--- config.mk ---
export PLATFORM = sky130hd
export DESIGN_NAME = icache_dm
export DESIGN_NICKNAME = d
export VERILOG_FILES = /design/src/rtl/icache_dm.sv
export SDC_FILE = /design/constraint.sdc
export NUM_CORES = 1
export LEC_CHECK = 0
export ABC_AREA = 0
export CAP_MARGIN = 25
export CORE_UTILIZATION = 45
export CTS_CLUSTER_SIZE = 30
export DETAILED_ROUTE_END_ITERATION = 8
export GPL_TIMING_DRIVEN = 0
export PLACE_DENSITY_LB_ADDON = 0.15
export SYNTH_ARGS = -nofsm -noshare
export SYNTH_HDL_FRONTEND = slang
export SYNTH_SLANG_ARGS = --single-unit
export TNS_END_PERCENT = 20
--- constraint.sdc ---
create_clock -name CLK -period 11.32 [get_ports CLK]
set_input_delay 2.83 -clock CLK [delete_from_list [all_inputs] [get_ports CLK]]
set_output_delay 2.83 -clock CLK [all_outputs]
set_load 0.1 [all_outputs]
--- src/rtl/icache_dm.sv ---
// Direct-mapped, one-word-per-frame instruction cache with a blocking IDLE/FILL miss engine.
// Optional hit/miss statistics counters are built only when ICACHE_STATS_EN is defined.
module icache_dm #(
    parameter int CACHE_SETS = 16
) (
    input  logic        CLK,
    input  logic        RST,
    input  logic        imemREN,
    input  logic [31:0] imemaddr,
    output logic        ihit,
    output logic [31:0] imemload,
    output logic        iREN,
    output logic [31:0] iaddr,
    input  logic        iwait,
    input  logic [31:0] iload,
    output logic [31:0] hit_count,
    output logic [31:0] miss_count
);
    localparam int IDX_W = $clog2(CACHE_SETS);
    localparam int TAG_W = 30 - IDX_W;

    typedef enum logic {IDLE, FILL} state_t;

    state_t            state, state_nxt;
    logic [CACHE_SETS-1:0] valid;
    logic [TAG_W-1:0]  tag_mem  [CACHE_SETS];
    logic [31:0]       data_mem [CACHE_SETS];
    logic [31:0]       miss_addr;

    logic [IDX_W-1:0]  req_idx, fill_idx;
    logic [TAG_W-1:0]  req_tag, fill_tag;
    logic              tag_match;
    logic              miss_start;
    logic              fill_we;

    assign req_idx   = imemaddr[IDX_W+1:2];
    assign req_tag   = imemaddr[31:IDX_W+2];
    assign fill_idx  = miss_addr[IDX_W+1:2];
    assign fill_tag  = miss_addr[31:IDX_W+2];
    assign tag_match = valid[req_idx] && (tag_mem[req_idx] == req_tag);

    always_comb begin
        state_nxt  = state;
        ihit       = 1'b0;
        imemload   = '0;
        iREN       = 1'b0;
        iaddr      = '0;
        miss_start = 1'b0;
        fill_we    = 1'b0;
        case (state)
            IDLE: begin
                if (imemREN) begin
                    if (tag_match) begin
                        ihit     = 1'b1;
                        imemload = data_mem[req_idx];
                    end else begin
                        miss_start = 1'b1;
                        state_nxt  = FILL;
                    end
                end
            end
            FILL: begin
                // Fill runs to completion regardless of what the datapath does meanwhile.
                iREN  = 1'b1;
                iaddr = miss_addr;
                if (!iwait) begin
                    fill_we   = 1'b1;
                    state_nxt = IDLE;
                end
            end
            default: state_nxt = IDLE;
        endcase
    end

    always_ff @(posedge CLK or posedge RST) begin
        if (RST) begin
            state     <= IDLE;
            valid     <= '0;
            miss_addr <= '0;
        end else begin
            state <= state_nxt;
            if (miss_start)
                miss_addr <= imemaddr & 32'hFFFF_FFFC;
            if (fill_we)
                valid[fill_idx] <= 1'b1;
        end
    end

    // Tag/data need no reset: a frame is only observable once its valid bit is set.
    always_ff @(posedge CLK) begin
        if (fill_we) begin
            tag_mem[fill_idx]  <= fill_tag;
            data_mem[fill_idx] <= iload;
        end
    end

`ifdef ICACHE_STATS_EN
    logic [31:0] hit_q, miss_q;

    always_ff @(posedge CLK or posedge RST) begin
        if (RST) begin
            hit_q  <= '0;
            miss_q <= '0;
        end else begin
            if (ihit && (hit_q != 32'hFFFF_FFFF))
                hit_q <= hit_q + 32'd1;
            if (miss_start && (miss_q != 32'hFFFF_FFFF))
                miss_q <= miss_q + 32'd1;
        end
    end

    assign hit_count  = hit_q;
    assign miss_count = miss_q;
`else
    assign hit_count  = '0;
    assign miss_count = '0;
`endif

endmodule

==> results of run 1 <==
[cells in the final DEF, fill, tap and decap left out, types with 7 or more instances in the layout]
master and instances:
buf_6 34, nand3_1 7, buf_12 24, edfxtp_1 928, clkdlybuf4s50_1 92, and3_1 8, clkinv_1 20, and2_1 67
buf_4 71, nor2_1 9, xor2_1 12, clkdlybuf4s15_2 21, clkbuf_8 8, buf_2 36, buf_8 21, xnor2_1 14
nor2b_1 13, mux2i_1 83, mux4_2 241, buf_16 15, nor2_4 12, o21ai_0 8, bufinv_16 13, dfrtp_1 47
nand2_1 9, clkbuf_1 48, buf_1 17, clkinv_2 18, mux2_4 29, conb_1 66, clkbuf_16 101, or2_2 16
a22oi_1 26
[flip-flops by register name, summed over array words and instances (netlist names)]
signal,count
miss_addr,30
tag_mem,416
data_mem,512
state,1
valid,16
[cell families after synthesis]
family                    Yosys count
AOI/OAI and AO/OA                  71
xor gates and xnor gates           27
buffers and inverters             157
DFF                               975
muxes                             354
other                               1
and+or+nand+nor                   188
[area by class of cell]
type                       count  area, um^2  area share
clock buffer                 126        2701     0.05805
sequential                   975       29040      0.6241
buffer                       155       923.4     0.01984
antenna                        1       2.502  0.00005378
clock inverter                59       651.9     0.01401
inverter                       2       10.01   0.0002151
tap                         1144        1431     0.03076
timing repair buffer         217        2795     0.06007
multi-input combinational    706        8974      0.1928
[metal layers]
metal / vias up / global-route usage
met2: 594 / 0.3996
met3: 119 / 0.03152
li1: 8007 / -
met5: - / 0
met1: 10240 / 0.3081
met4: 6 / 0.05628
[how the worst max path moves through the flow]
stage,endpoint,depth (start not counted),from,slack (ps)
2_1_floorplan,imemload[22],11,imemaddr[3],1910
3_3_place_gp,valid[3],5,iwait,-3150
3_5_place_dp,imemload[2],14,imemaddr[5],-1190
4_1_cts,ihit,13,imemaddr[5],40
5_1_grt,imemload[1],12,imemaddr[4],-20
6_report,imemload[0],12,imemaddr[4],150
[report_power, final]
part           switching (uW)  internal, uW
logic                     583           331
clock network            1350          1980
registers                 129          4170
[timing repair]
action,CTS,global route
endpoints found under the setup margin,33,11
gates resized for setup,103,12
hold endpoints to repair,0,0
[stage by stage]
| step | area (um^2) | power (uW) | hold slack [ps] | cells | setup WS (ps) |
|---|---|---|---|---|---|
| 3_3_place_gp | 41500 | 5231 | 446.0 | 3107 | -3147 |
| 6_report | 46530 | 8549 | 465.8 | 3385 | 151.2 |
| 5_1_grt | 46530 | 8783 | 482.3 | 3384 | -17.33 |
| 4_1_cts | 46490 | 8606 | 464.8 | 3379 | 41.51 |
| 2_1_floorplan | 38810 | 4938 | 433.7 | 1838 | 1908 |
| 3_5_place_dp | 43100 | 5294 | 450.4 | 3194 | -1186 |
[worst reg2reg max path, stage by stage (launching register included)]
cell,delay [ps]
edfxtp_1,370
mux4_2,490
a22oi_1,240
a21oi_1,80
or4_1,620
or4_1,600
nor4_2,360
a21boi_2,180
buf_6,240
mux2_4,330
==> impl_metrics.env, run 1 <==
export IMPL_status="finished clean"
export IMPL_path_buf_inv=9
export IMPL_reg2reg_to="miss_addr[24]"
export IMPL_dieHeight_um=294.8
export IMPL_reg2reg_slack_ps=7670
export IMPL_yosys_top_cells_area="edfxtp_1, mux4_2, dfrtp_1, mux2i_1, buf_4"
export IMPL_finalMaxSlewViolations=0
export IMPL_fillerInstances=6492
export IMPL_cts_root_buf="clkbuf_16"
export IMPL_p_leak_uw=0.01554
export IMPL_synthAdderAreaFrac=0
export IMPL_max_cap_violations=0
export IMPL_synth_xor_area_frac=0.006131
export IMPL_synth_top_area_cell="edfxtp_1"
export IMPL_antenna_found_initial=4
export IMPL_rows=107
export IMPL_synth_top_cell_area_share=0.7225
export IMPL_vias=18970
export IMPL_criticalPathCategory="in -> out"
export IMPL_worst_path_max_delay_cell="clkbuf_1"
export IMPL_synth_common_cells="edfxtp_1, mux4_2, mux2i_1"
export IMPL_grt_overflow_total=0
export IMPL_setup_viol=0
export IMPL_ys_async_sr_fraction=0.04821
export IMPL_worstRegToRegCells=9
export IMPL_dr_max_layer_used="met5"
export IMPL_drtPass1Iterations=5
export IMPL_worst_slew_pin_slew_ps=1024
export IMPL_finalClockSkew_ps=27.12
export IMPL_fp_dieArea_mm2=0.08689
export IMPL_drt_iter0_markers=1825
export IMPL_grt_pass1_wl_um=139900
export IMPL_clk_pin_slew_ps=60
export IMPL_clock_path_buffers=3
export IMPL_cts_hold_buffers=0
export IMPL_peakVddDrop_uv=149.0
export IMPL_finalSetupTns_ps=0
export IMPL_hp_class="reg -> reg"
export IMPL_viasPerCell=5.603
export IMPL_h_tree_depth=3
export IMPL_yosysSeqAreaShare=0.7530
export IMPL_yosys_area_share_simple=0.02945
export IMPL_post_cts_setup_buffers=0
export IMPL_worstPathMaxFanout=10
export IMPL_grt_pass1_vias=19530
export IMPL_critPathTopFamily="buffers and inverters"
export IMPL_synth_top_family_by_area="multiplexers"
export IMPL_max_freq_ghz=0.08954
export IMPL_clock_sinks=975
export IMPL_start_kind="primary input"
export IMPL_synth_seq_cells=975
export IMPL_wl_per_cell_um=29.12
export IMPL_yosysWarnings=0
export IMPL_numCtsBuffers=100
export IMPL_hp_start="valid[7]"
export IMPL_clk_latency_ps=650
export IMPL_drc_errors=0
export IMPL_coreArea_mm2=0.08501
export IMPL_wl_um=98580
export IMPL_start_util=0.4537
export IMPL_die_w_um=294.8
export IMPL_place_congestion=0.7786
export IMPL_rsz0062_at_grt="yes"
export IMPL_finalNetCount=2225
export IMPL_utilization=0.5474
export IMPL_synth_main_ff_cell="edfxtp_1"
export IMPL_synth_edf_count=928
export IMPL_num_io_pins=198
export IMPL_syn_avg_cell_area_um2=21.75
export IMPL_required_ps=8490
export IMPL_cts_tree="done"
export IMPL_hold_viol=0
export IMPL_netlist_instances=1773
export IMPL_relSlewSlack=0.3173
export IMPL_cp_common_cell="buf_2"
export IMPL_drive_above_1_share=0.3063
export IMPL_ant_nets=0
export IMPL_synth_compound_area_frac=0.01372
export IMPL_rr_startpoint="tag_mem[15][11]"
export IMPL_hold_path_end="valid[7]"
export IMPL_slowest_delay_ps=760
export IMPL_drt_met1_wl_um=40570
export IMPL_grt_usage=0.2305
export IMPL_dr_wl_met3_um=5287
export IMPL_whs_path_depth=1
export IMPL_endpoint_kind="output pin"
export IMPL_period_share=0.9866
export IMPL_path_cells="clkdlybuf4s50_1 -> buf_2 -> buf_2 -> buf_2 -> buf_2 -> buf_4 -> clkbuf_1 -> clkbuf_1 -> mux4_2 -> mux4_2 -> and2_1 -> dlygate4sd2_1"
export IMPL_synth_most_common_cell="edfxtp_1"
export IMPL_dp_hpwl_um=64890
export IMPL_fin_crit_ps=11170
export IMPL_power_density_mw_per_mm2=183.7
export IMPL_syn2layout_area_growth_pct=20.64
export IMPL_wl_met2_um=50710
export IMPL_synth_cell_area_mm2=0.03857
export IMPL_ys_types=57
export IMPL_grt_max_degree=48
export IMPL_port_buffers=125
export IMPL_critPathArrivalTime_ps=8340
export IMPL_synth_mux_area_fraction=0.1738
Note: power is estimated with default switching activity, not from simulation.
==> run 2, diff against run 1 <==
--- a/config.mk
+++ b/config.mk
@@ -7,6 +7,7 @@
 export LEC_CHECK = 0
 export ABC_AREA = 0
 export CAP_MARGIN = 25
+export CORE_MARGIN = 2
 export CORE_UTILIZATION = 45
 export CTS_CLUSTER_SIZE = 30
 export DETAILED_ROUTE_END_ITERATION = 8
==> run 2 against run 1 <==
Clock power is 4% lower. Non-clock buffer count is 1 higher. First-iteration DRC count is 0.16% lower. Maximum frequency is 0.23% lower. Wire length is 0.84% higher. Core utilization is 0.24 points lower. Register-to-register slack worse by 40 ps.
==> impl_metrics.env, run 2 (same netlist as run 1, synthesis figures left out) <==
export IMPL_path_cells="clkdlybuf4s50_1 -> buf_2 -> buf_2 -> clkdlybuf4s15_2 -> buf_2 -> mux2i_1 -> mux2i_1 -> xnor2_1 -> o2111ai_1 -> nor4_2 -> and3_2 -> clkbuf_2 -> and2_1 -> clkdlybuf4s18_2"
export IMPL_numCtsBuffers=100
export IMPL_grt_pass1_wl_um=142200
export IMPL_drt_iter0_markers=1822
export IMPL_finalNetCount=2226
export IMPL_path_buf_inv=7
export IMPL_rows=107
export IMPL_worst_path_max_delay_cell="clkdlybuf4s50_1"
export IMPL_rsz0062_at_grt="yes"
export IMPL_max_freq_ghz=0.08933
export IMPL_cp_common_cell="buf_2"
export IMPL_clock_path_buffers=3
export IMPL_finalClockSkew_ps=16.23
export IMPL_fin_crit_ps=11200
export IMPL_cts_tree="done"
export IMPL_internal_power_uw=6383
export IMPL_dieHeight_um=296.8
export IMPL_viasPerCell=5.656
export IMPL_endpoint_kind="output pin"
export IMPL_num_io_pins=198
export IMPL_h_tree_depth=3
export IMPL_clockPowerShare=0.381
export IMPL_reg2reg_to="miss_addr[11]"
export IMPL_clk_pin_slew_ps=50
export IMPL_port_buffers=125
export IMPL_hold_path_end="valid[9]"
export IMPL_period_share=0.9890
export IMPL_peakVddDrop_uv=136.6
export IMPL_final_common_cell="edfxtp_1"
export IMPL_hp_start="valid[9]"
export IMPL_syn2layout_area_growth_pct=20.11
export IMPL_setup_viol=0
export IMPL_drc_errors=0
export IMPL_antenna_found_initial=3
export IMPL_criticalPathCategory="in -> out"
export IMPL_whs_path_depth=1
export IMPL_wl_um=99410
export IMPL_wl_per_cell_um=29.38
export IMPL_finalSetupTns_ps=0
export IMPL_dp_hpwl_um=65430
export IMPL_cts_root_buf="clkbuf_16"
export IMPL_seqPwrFrac=0.511
export IMPL_coreArea_mm2=0.08501
export IMPL_post_cts_resized=103
export IMPL_critPathArrivalTime_ps=8370
export IMPL_ant_nets=0
export IMPL_status="finished clean"
export IMPL_relSlewSlack=0.3241
export IMPL_critPathTopFamily="buffers and inverters"
export IMPL_vias=19140
export IMPL_hp_class="reg -> reg"
export IMPL_power_density_mw_per_mm2=181.7
export IMPL_drive_above_1_share=0.3044
export IMPL_rr_startpoint="tag_mem[13][11]"
export IMPL_post_cts_setup_buffers=0
export IMPL_clk_latency_ps=650
export IMPL_dp_cells=3198
export IMPL_required_ps=8490
export IMPL_grt_pass1_vias=19830
export IMPL_die_w_um=296.8
export IMPL_max_cap_violations=0
export IMPL_slowest_delay_ps=670
export IMPL_p_sw_frac=0.2419
export IMPL_clock_sinks=975
export IMPL_grt_overflow_total=0
export IMPL_fp_dieArea_mm2=0.08807
export IMPL_place_congestion=0.7833
export IMPL_grt_usage=0.2265
export IMPL_start_kind="primary input"
export IMPL_crit_start="imemaddr[5]"
export IMPL_worst_slew_pin_slew_ps=1014
export IMPL_start_util=0.4537
export IMPL_switchingPower_uw=2037
export IMPL_largest_reg_flops=512
export IMPL_drtPass1Iterations=5
export IMPL_final_cell_mix="edfxtp_1, mux4_2, clkbuf_16, clkdlybuf4s50_1, mux2i_1"
export IMPL_worstRegToRegCells=9
export IMPL_regMostFlops="data_mem"
export IMPL_worstPathMaxFanout=10
export IMPL_grt_max_degree=28
export IMPL_p_leak_uw=0.01545
export IMPL_finalMaxSlewViolations=0
export IMPL_reg2reg_slack_ps=7630
export IMPL_cts_hold_buffers=0
export IMPL_p_comb_frac=0.108
export IMPL_reg_top3="data_mem (512), tag_mem (416), miss_addr (30)"
export IMPL_hold_viol=0
export IMPL_stdcell_count=3383
==> run 2: cell types whose count changed in the layout (fill, tap and decap cells not counted), sizes merged <==
| cell | before | now |
|---|---|---|
| buf | 218 | 216 |
| bufinv | 13 | 9 |
| clkbuf | 161 | 168 |
| clkdlybuf4s15 | 21 | 23 |
| clkdlybuf4s18 | 3 | 4 |
| clkinv | 43 | 35 |
| clkinvlp | 3 | 1 |
| diode | 1 | 2 |
| inv | 2 | 5 |
==> run 2: worst max path at each step <==
| stage | to | slack, ps | depth (start not counted) |
|---|---|---|---|
| global route | imemload[22] | -60 | 12 |
| detailed placement | imemload[5] | -1040 | 14 |
| CTS | imemload[5] | 2 | 14 |
| global placement | valid[1] | -3400 | 5 |
| floorplan | imemload[22] | 1910 | 11 |
| finish | imemload[4] | 120 | 14 |
==> run 2: cell type report <==
class / instances / area, um^2
diodes: 2 / 5.005
multi-input cells: 706 / 8980
flip-flops and latches: 975 / 29040
plain buffers: 155 / 934.6
fillers: 6520 / 38680
clock inverters: 48 / 481.7
repair buffers: 218 / 2738
well taps: 1144 / 1431
inverters: 2 / 7.507
clock buffers: 133 / 2708
==> run 2: metal layers <==
layer  GRT usage  up-vias  share of wire
met5           0        -        0.00013
met1      0.2976    10380           0.40
met4     0.05596        2          0.023
met2      0.3970      607           0.52
met3     0.03460      135          0.053
li1            -     8009              -
==> run 2: worst reg2reg max path, delay by kind of cell (launching register included) <==
family                 cells  cell delay [ps]
multiplexers               2              800
buffers and inverters      1              240
AO/OA/AOI/OAI              3              520
flip-flops                 1              370
AND/OR/NAND/NOR            3             1630
==> run 2: power by group through the flow <==
stage	clock [uW]	combinational [uW]	sequential (uW)
6_report	3200	913	4300
5_1_grt	3400	956	4320
2_1_floorplan	0	603	4330
4_1_cts	3260	923	4300
3_3_place_gp	0	853	4380
3_5_place_dp	0	920	4380
==> run 2: stage by stage <==
step / hold WS [ps] / utilization / total power, uW / setup slack [ps] / cell area, um^2
3_5_place_dp: 450.8 / 0.5067 / 5297 / -1045 / 43080
5_1_grt: 481.0 / 0.5449 / 8680 / -63.97 / 46320
3_3_place_gp: 445.6 / 0.4881 / 5235 / -3404 / 41500
2_1_floorplan: 433.7 / - / 4938 / 1908 / 38810
6_report: 461.0 / 0.5450 / 8419 / 125.0 / 46330
4_1_cts: 464.5 / 0.5451 / 8483 / 1.617 / 46340
